[src/rtl/blit_vid.sv]
// blit_vid: video back end for the blit display DMA -- word FIFO, raster timing, 1-bpp serializer.
// Optional feature macro: BLIT_VID_INVERT_EN (invert the shifted pixel during active video).
module blit_vid #(
    parameter int HACT   = 800,
    parameter int HFP    = 40,
    parameter int HSW    = 80,
    parameter int HBP    = 120,
    parameter int VACT   = 1024,
    parameter int VFP    = 3,
    parameter int VSW    = 7,
    parameter int VBP    = 29,
    parameter int CLKDIV = 1,
    parameter int FDEPTH = 64
) (
    input  logic        clk,
    input  logic        rst,
    input  logic        pixel_valid,
    input  logic [15:0] pixel_data,
    output logic        dmahstart,
    output logic        vblank,
    output logic        vid_hsync,
    output logic        vid_vsync,
    output logic        vid_de,
    output logic        vid_pix,
    input  logic        err_clr,
    output logic        underrun,
    output logic        overflow
);
    localparam int HT = HACT + HFP + HSW + HBP;
    localparam int VT = VACT + VFP + VSW + VBP;
    localparam int HW = $clog2(HT);
    localparam int VW = $clog2(VT);
    localparam int DW = (CLKDIV > 1) ? $clog2(CLKDIV) : 1;
    localparam int AW = $clog2(FDEPTH);

`ifdef BLIT_VID_INVERT_EN
    localparam logic PIX_INV = 1'b1;
`else
    localparam logic PIX_INV = 1'b0;
`endif

    logic [DW-1:0] div_q, div_d;
    logic [HW-1:0] hctr_q, hctr_d;
    logic [VW-1:0] vctr_q, vctr_d, vctr_nxt;
    logic [AW:0]   wptr_q, wptr_d, rptr_q, rptr_d, level;
    logic [15:0]   sh_q, sh_d, pop_word;
    logic [4:0]    cnt_q, cnt_d;
    logic          dmahstart_q, dmahstart_d, vblank_q, vblank_d;
    logic          hsync_q, hsync_d, vsync_q, vsync_d, de_q, de_d, pix_q, pix_d;
    logic          underrun_q, underrun_d, overflow_q, overflow_d;
    logic          tick, line_end, active, flush, pop, wr_en, rd_en;
    logic          fifo_empty, fifo_full, pix_bit;
    logic [15:0]   fifo_mem [FDEPTH];

    always_comb begin
        tick     = (div_q == DW'(CLKDIV - 1));
        div_d    = tick ? '0 : div_q + 1'b1;
        line_end = (hctr_q == HW'(HT - 1));
        vctr_nxt = (vctr_q == VW'(VT - 1)) ? '0 : vctr_q + 1'b1;
        active   = (hctr_q < HW'(HACT)) && (vctr_q < VW'(VACT));
        hctr_d   = hctr_q;
        vctr_d   = vctr_q;
        if (tick) begin
            hctr_d = line_end ? '0 : hctr_q + 1'b1;
            if (line_end) begin
                vctr_d = vctr_nxt;
            end
        end
    end

    // Flush on entry to vblank discards any words the DMA left over from the last frame.
    always_comb begin
        level      = wptr_q - rptr_q;
        fifo_empty = (level == '0);
        fifo_full  = (level == (AW + 1)'(FDEPTH));
        flush      = tick && line_end && (vctr_q == VW'(VACT - 1));
        pop        = tick && active && ((hctr_q == '0) || (cnt_q == '0));
        wr_en      = pixel_valid && !fifo_full && !flush;
        rd_en      = pop && !fifo_empty;
        wptr_d     = wr_en ? wptr_q + 1'b1 : wptr_q;
        rptr_d     = rd_en ? rptr_q + 1'b1 : rptr_q;
        if (flush) begin
            rptr_d = wptr_q;
        end
        pop_word   = rd_en ? fifo_mem[rptr_q[AW-1:0]] : '0;
    end

    always_comb begin
        sh_d    = sh_q;
        cnt_d   = cnt_q;
        pix_bit = 1'b0;
        if (pop) begin
            pix_bit = pop_word[15];
            sh_d    = {pop_word[14:0], 1'b0};
            cnt_d   = 5'd15;
        end else if (tick && active) begin
            pix_bit = sh_q[15];
            sh_d    = {sh_q[14:0], 1'b0};
            cnt_d   = cnt_q - 1'b1;
        end
    end

    // Outputs decode the position consumed by this tick, so they lag the counters by one tick.
    always_comb begin
        de_d     = de_q;
        pix_d    = pix_q;
        hsync_d  = hsync_q;
        vsync_d  = vsync_q;
        vblank_d = vblank_q;
        if (tick) begin
            de_d     = active;
            pix_d    = active && (pix_bit ^ PIX_INV);
            hsync_d  = (hctr_q >= HW'(HACT + HFP)) && (hctr_q < HW'(HACT + HFP + HSW));
            vsync_d  = (vctr_q >= VW'(VACT + VFP)) && (vctr_q < VW'(VACT + VFP + VSW));
            vblank_d = (vctr_q >= VW'(VACT));
        end
        dmahstart_d = tick && (hctr_q == HW'(HACT - 1)) && (vctr_nxt < VW'(VACT));
        underrun_d  = (pop && fifo_empty) ? 1'b1 : (err_clr ? 1'b0 : underrun_q);
        overflow_d  = (pixel_valid && fifo_full && !flush) ? 1'b1
                    : (err_clr ? 1'b0 : overflow_q);
    end

    always_ff @(posedge clk) begin
        if (wr_en) begin
            fifo_mem[wptr_q[AW-1:0]] <= pixel_data;
        end
    end

    always_ff @(posedge clk or posedge rst) begin
        if (rst) begin
            div_q       <= '0;
            hctr_q      <= '0;
            vctr_q      <= '0;
            wptr_q      <= '0;
            rptr_q      <= '0;
            sh_q        <= '0;
            cnt_q       <= '0;
            dmahstart_q <= 1'b0;
            vblank_q    <= 1'b0;
            hsync_q     <= 1'b0;
            vsync_q     <= 1'b0;
            de_q        <= 1'b0;
            pix_q       <= 1'b0;
            underrun_q  <= 1'b0;
            overflow_q  <= 1'b0;
        end else begin
            div_q       <= div_d;
            hctr_q      <= hctr_d;
            vctr_q      <= vctr_d;
            wptr_q      <= wptr_d;
            rptr_q      <= rptr_d;
            sh_q        <= sh_d;
            cnt_q       <= cnt_d;
            dmahstart_q <= dmahstart_d;
            vblank_q    <= vblank_d;
            hsync_q     <= hsync_d;
            vsync_q     <= vsync_d;
            de_q        <= de_d;
            pix_q       <= pix_d;
            underrun_q  <= underrun_d;
            overflow_q  <= overflow_d;
        end
    end

    assign dmahstart = dmahstart_q;
    assign vblank    = vblank_q;
    assign vid_hsync = hsync_q;
    assign vid_vsync = vsync_q;
    assign vid_de    = de_q;
    assign vid_pix   = pix_q;
    assign underrun  = underrun_q;
    assign overflow  = overflow_q;
endmodule

[config.mk]
export PLATFORM = sky130hd
export DESIGN_NAME = blit_vid
export DESIGN_NICKNAME = d
export VERILOG_FILES = /design/src/rtl/blit_vid.sv
export SDC_FILE = /design/constraint.sdc
export NUM_CORES = 1
export LEC_CHECK = 0
export BUFFER_PORTS_ARGS = -buffer_cell sky130_fd_sc_hd__buf_2
export CORE_ASPECT_RATIO = 0.75
export CORE_MARGIN = 2
export CORE_UTILIZATION = 63
export CTS_CLUSTER_SIZE = 16
export DETAILED_ROUTE_END_ITERATION = 7
export PLACE_DENSITY = 0.88
export SLEW_MARGIN = 20
export SYNTH_ARGS = -nofsm -noshare
export SYNTH_HDL_FRONTEND = slang
export SYNTH_SLANG_ARGS = --single-unit
[constraint.sdc]
create_clock -name clk -period 5.25 [get_ports clk]
set_clock_uncertainty 0.1 [all_clocks]
set_input_delay 0.2625 -clock clk [delete_from_list [all_inputs] [get_ports clk]]
set_output_delay 0.2625 -clock clk [all_outputs]
set_load 0.02 [all_outputs]
# Word-level counts from Yosys, hierarchy flattened
# Memories as Yosys holds them, arrays and structs flattened.
# Cells that the tools add are included.
dict set report totals {
  in_bits 20
  mem_count 1
  ff_bits 66
  mem_bits_rw 1024
}
dict set report op_classes {
  n_mux 17
  order_cmp 8
  reduce_logical 28
  eq_ne 5
  n_bitwise 1
  n_addsub 7
}
# name depth width read_ports rd_clocked_by_memory_dff write_ports line
set mem_list {}
lappend mem_list {fifo_mem 64 16 1 0 1 53} ;# logic [15:0] fifo_mem [FDEPTH];
# cell count
set op_table {}
lappend op_table {{$mux 16} 3}
lappend op_table {{$lt 11x11->1 const B} 3}
lappend op_table {{$add 11x1->11 const B} 2}
lappend op_table {{$eq 11x10->1 const B} 2}
lappend op_table {{$eq 11x11->1 const B} 2}
lappend op_table {{$ge 11x11->1 const B} 2}
lappend op_table {{$lt 11x10->1 const B} 2}
lappend op_table {{$mux 11} 2}
lappend op_table {{$logic_and 1x1->1} 16}
lappend op_table {{$add 7x1->7 const B} 2}
lappend op_table {{$mux 7} 2}
lappend op_table {{$ge 11x10->1 const B} 1}
lappend op_table {{$logic_not 11->1} 1}
lappend op_table {{$mux 5} 2}
lappend op_table {{$mux 1} 8}
lappend op_table {{$reduce_bool 2->1} 4}
lappend op_table {{$eq 7x7->1 const B} 1}
lappend op_table {{$logic_not 7->1} 1}
lappend op_table {{$sub 7x7->7} 1}
lappend op_table {{$logic_not 5->1} 1}
lappend op_table {{$sub 5x1->5 const B} 1}
lappend op_table {{$logic_not 1->1} 3}
lappend op_table {{$reduce_and 2->1} 1}
lappend op_table {{$add 1x1->1 const B} 1}
lappend op_table {{other kinds (2)} 2}

# Depth between registers and ports, before layout
dict set report logic_depth {
  depth_word 8
  ltp_mapped 14
  depth_no_buf 9
}

# Least setup slack after synthesis
# OpenSTA, ideal clock, no wires.
dict set report synth_timing {
  path_kind {register -> register}
  startpoint {reg rptr_q[4]}
  endpoint {mem fifo_mem[24][0] (enable)}
  setup_ns 0.389
  path_stages_with_launch 15
  slack_ns 0.715
  path_buffers 5
  arrival_time_ns 4.046
  synth_period_minus_slack_ns 4.535
  required_time_ns 4.761
  cell_sequence {dfrtp_1 > clkbuf_1 > inv_1 > clkbuf_1 > clkbuf_1 > clkbuf_1 > ha_1 > o21ai_0 > nor2_1 > nor3_1 > xnor2_1 > a21o_1 > or4_1 > buf_2 > nor2_1}
}
dict set report synth_via {
  elab_chain_cells 7
}
# item line
set synth_rtl {}
lappend synth_rtl {{from (decl)} 45} ;# logic [AW:0] wptr_q, wptr_d, rptr_q, rptr_d, level;
lappend synth_rtl {{from (signal assigned)} 151} ;# rptr_q <= rptr_d;
lappend synth_rtl {{$sub 7x7->7} 73} ;# level = wptr_q - rptr_q;
lappend synth_rtl {{$eq 7x7->1} 75} ;# fifo_full = (level == (AW + 1)'(FDEPTH));
lappend synth_rtl {{$logic_not 1->1} 78} ;# wr_en = pixel_valid && !fifo_full && !flush;
lappend synth_rtl {{$logic_and 1x1->1 (2 in series)} 78}
lappend synth_rtl {{$mux 1} 124} ;# if (wr_en) begin
lappend synth_rtl {{$mux 1 (implied by the code)} 125} ;# fifo_mem[wptr_q[AW-1:0]] <= pixel_data;
lappend synth_rtl {{to (decl)} 53}
# No other way between the ends.

# Final worst setup path
dict set report layout_timing {
  startpoint {reg rptr_q[1]}
  endpoint {mem fifo_mem[59][5] (enable)}
}
# The elaborated chain is that of the path after synthesis.

==> flow_summary.json <==
{
  "power.clock.fraction": 0.347,
  "floorplan.die.height_um": 229.4,
  "postSynthRegisterBits": 1088,
  "vias_in_the_first_global_route": 22470,
  "initialDrtViolationCount": 3975,
  "hp-class": "in2reg",
  "drive_gt1_frac": 0.2282,
  "post_drt_via_cell_ratio": 7.047,
  "final.period_utilization": 0.8550,
  "wl_per_cell_um": 32.42,
  "worstSetupPathDepth": 10,
  "slew_viol_final": 0,
  "criticalPathCategory": "reg2reg",
  "worstReg2RegEnd": "fifo_mem[59][5]",
  "critPathArrivalTime_ns": 4.75,
  "worst_setup_path_end_kind": "flip-flop",
  "routed_wl_mm": 104.4,
  "critical_path.startpoint_type": "flip-flop",
  "unrepaired_setup_endpoints_after_global_routing": "false",
  "yosys-top-cells-area": "edfxtp_1, mux4_2, dfrtp_1",
  "grt_pass1_wl_mm": 153.1,
  "hold_path_end": "wptr_q[0]",
  "clk_sink_count": 1088,
  "post-synth-top-count-cell": "edfxtp_1",
  "synth.avg_cell_area_sq_um": 19.85,
  "post_cts_setup_bufs": 0,
  "cellLeakagePower_nw": 15.08,
  "standard_cell_rows": 82,
  "core_region_area_sq_mm": 0.06689,
  "area_delta_synth_final_pct": 10.87,
  "worstPathBufferInverterCount": 2,
  "routed_vias": 22700,
  "syn-num-nets": 2183,
  "die_area_sq_mm": 0.06987,
  "largest_net_degree_at_the_start_of_global_routing": 112,
  "cts_buffer_depth": 3,
  "antennaDiodeCount": 0,
  "grt_antenna_before_repair": 7,
  "worst-slew-pin-transition_ns": 0.9831,
  "timing.critical_path.required_ns": 5.51,
  "buffer_ports.inserted": 27,
  "regToRegSetupSlack_ns": 0.76,
  "pwr_density_cell_mw_per_mm2": 423.1,
  "portion_of_the_post_synthesis_area_used_by_sequential_elements": 0.7579,
  "antenna_violating_nets_post_route": 0,
  "switching_power_mw": 5.243,
  "hp-start": "pixel_valid",
  "critical_path.slowest_cell": "nand4_1",
  "htree_levels": 3,
  "detailed_place_hpwl_mm": 58.70,
  "ff2ff_path_depth": 10,
  "post_cts_resized": 0,
  "hold_viol": 0,
  "die_width_um": 304.6,
  "synthDistinctLibCells": 56,
  "routabilityCongestion": 0.9398,
  "finish.net_count": 2299,
  "multi_input_comb_area_sq_mm": 0.009697,
  "cts_tree": "done",
  "worstHoldPathCells": 4,
  "critPathMaxStageDelay_ns": 0.84,
  "dr.pass1.iters": 7,
  "timing.slew.headroom": 0.3426,
  "synthDominantAreaCellType": "edfxtp_1",
  "outcome": "complete, no violations",
  "switching_share": 0.2618,
  "synth_warnings": 0,
  "drt_drc_violations_left": 0,
  "max_cap_violations": 0,
  "synth-edff-count": 1024,
  "register_area_sq_mm": 0.03236,
  "crit_chain": "inv_1 -> ha_1 -> a21oi_1 -> a211oi_1 -> nor3_1 -> xnor2_1 -> a21oi_2 -> nand4_1 -> nor2_1 -> buf_4",
  "power_frac_seq": 0.502,
  "tns_ns": 0,
  "critPathMaxFanout": 28,
  "power_report.internal_total_mw": 14.78,
  "asyncSetResetFlopFracSynth": 0.05882,
  "report.final.setup_viol": 0,
  "clock_latency_reported_for_the_late_side_of_the_worst_skew_pair_ns": 0.67,
  "synthCells": 2150,
  "critPathTopFamily": "simple AND/OR/NAND/NOR gates",
  "maxClockFrequency_mhz": 222.8,
  "syn_area_sq_mm": 0.04268,
  "share_of_power_burned_in_combinational_logic": 0.152,
  "fillerInstances": 3790,
  "path_clk_slew_ns": 0.07,
  "clockRootBuffer": "clkbuf_16",
  "synthTopCellsByCount": "edfxtp_1, mux4_2, nor2_1",
  "report.power.total_mw": 20.02,
  "synth_largest_type_area_fraction": 0.7204,
  "timing.final.crit_period_ns": 4.489,
  "regToRegStartpoint": "rptr_q[1]",
  "track_usage": 0.3045,
  "ir_worst_vdd_uv": 312.7,
  "initial_utilization": 0.6381,
  "synth_top_flop_cell": "edfxtp_1",
  "boundaryPins": 28,
  "numCtsBuffers": 95,
  "globalRouteOverflowTotal": 0
}
worst max-delay path by stage:
stage,start,to
6_report,rptr_q[1],fifo_mem[59][5]
5_1_grt,rptr_q[1],fifo_mem[59][10]
2_1_floorplan,rptr_q[4],fifo_mem[24][0]
3_5_place_dp,rptr_q[1],fifo_mem[59][0]
3_3_place_gp,rptr_q[1],fifo_mem[59][0]
4_1_cts,rptr_q[1],fifo_mem[59][10]
metrics by stage:
step	area, sq um	hold WS, ns	cells	utilization	setup WS [ns]
3_5_place_dp	44260	0.3769	3048	0.6616	0.9872
5_1_grt	47320	0.1851	3222	0.7074	0.6094
6_report	47320	0.1908	3222	0.7074	0.7611
3_3_place_gp	44260	0.3707	3048	0.6616	1.200
4_1_cts	47320	0.1063	3222	0.7074	0.9475
2_1_floorplan	42680	0.2614	2150	-	0.7151
power by group through the flow:
stage | clock network [mW] | logic, mW | registers, mW
6_report | 6.94 | 3.03 | 10.0
5_1_grt | 7.29 | 3.13 | 10.1
4_1_cts | 6.98 | 2.95 | 10.0
3_5_place_dp | 0 | 2.90 | 10.2
3_3_place_gp | 0 | 2.80 | 10.2
2_1_floorplan | 0 | 1.82 | 10.1
final cells by class:
type | instances | share of cell area
clock buffer | 121 | 0.05386
clock inverter | 50 | 0.01023
inverter | 18 | 0.001428
multi-input combinational | 924 | 0.2049
sequential | 1088 | 0.6839
tap | 882 | 0.02332
timing repair buffer | 139 | 0.02237
metal layers:
metal	wire, um	vias up	GRT usage
li1	-	9027	-
met1	37920	11550	0.4462
met2	48190	1846	0.4568
met3	14910	272	0.08522
met4	3345	12	0.08957
met5	83	-	0
state kept, by name, summed over array words and instances (netlist names), 5 cells and up:
signal	cells
fifo_mem	1024
sh_q	15
hctr_q	11
vctr_q	11
rptr_q	7
wptr_q	7
cnt_q	5
placed cells by master (no fill, tap or decap), types with 7 or more instances in the layout:
cell,instances
a2111oi_0,11
a211oi_1,19
a21oi_1,34
a221o_1,13
a31oi_1,9
and2_1,14
buf_2,27
buf_4,103
bufinv_16,9
clkbuf_1,22
clkbuf_16,98
clkinv_1,16
clkinv_2,19
dfrtp_1,61
edfxtp_1,1024
ha_1,13
inv_1,15
mux2_2,20
mux2i_1,92
mux4_2,233
nand2_1,100
nand3_1,31
nand3b_1,7
nand4_1,12
nor2_1,109
nor2b_1,8
nor3_1,36
nor4_1,13
o21ai_0,26
o22ai_1,39
xnor2_1,19
xor2_1,8
cells by family after synthesis:
| group | count (synthesis) | share of synthesized area |
|---|---|---|
| multiplexers | 345 | 0.1498 |
| AO/OA/AOI/OAI | 187 | 0.03011 |
| flip-flops | 1088 | 0.7579 |
| buffers and inverters | 138 | 0.01495 |
| XOR/XNOR | 27 | 0.005540 |
| AND/OR/NAND/NOR | 352 | 0.03787 |
| adder cells (fa/ha/maj) | 13 | 0.003811 |
worst reg2reg max path, cell delays in order, from the launching register on:
cell	delay (ns)
dfrtp_4	0.76
inv_1	0.14
ha_1	0.25
a21oi_1	0.23
a211oi_1	0.14
nor3_1	0.33
xnor2_1	0.22
a21oi_2	0.39
nand4_1	0.84
nor2_1	0.49
buf_4	0.29
timing repair:
item	CTS	global route
setup endpoints to repair	0	0
hold buffers	3	0
endpoints found under the hold margin	66	0
(Power assumes the default switching activity.)
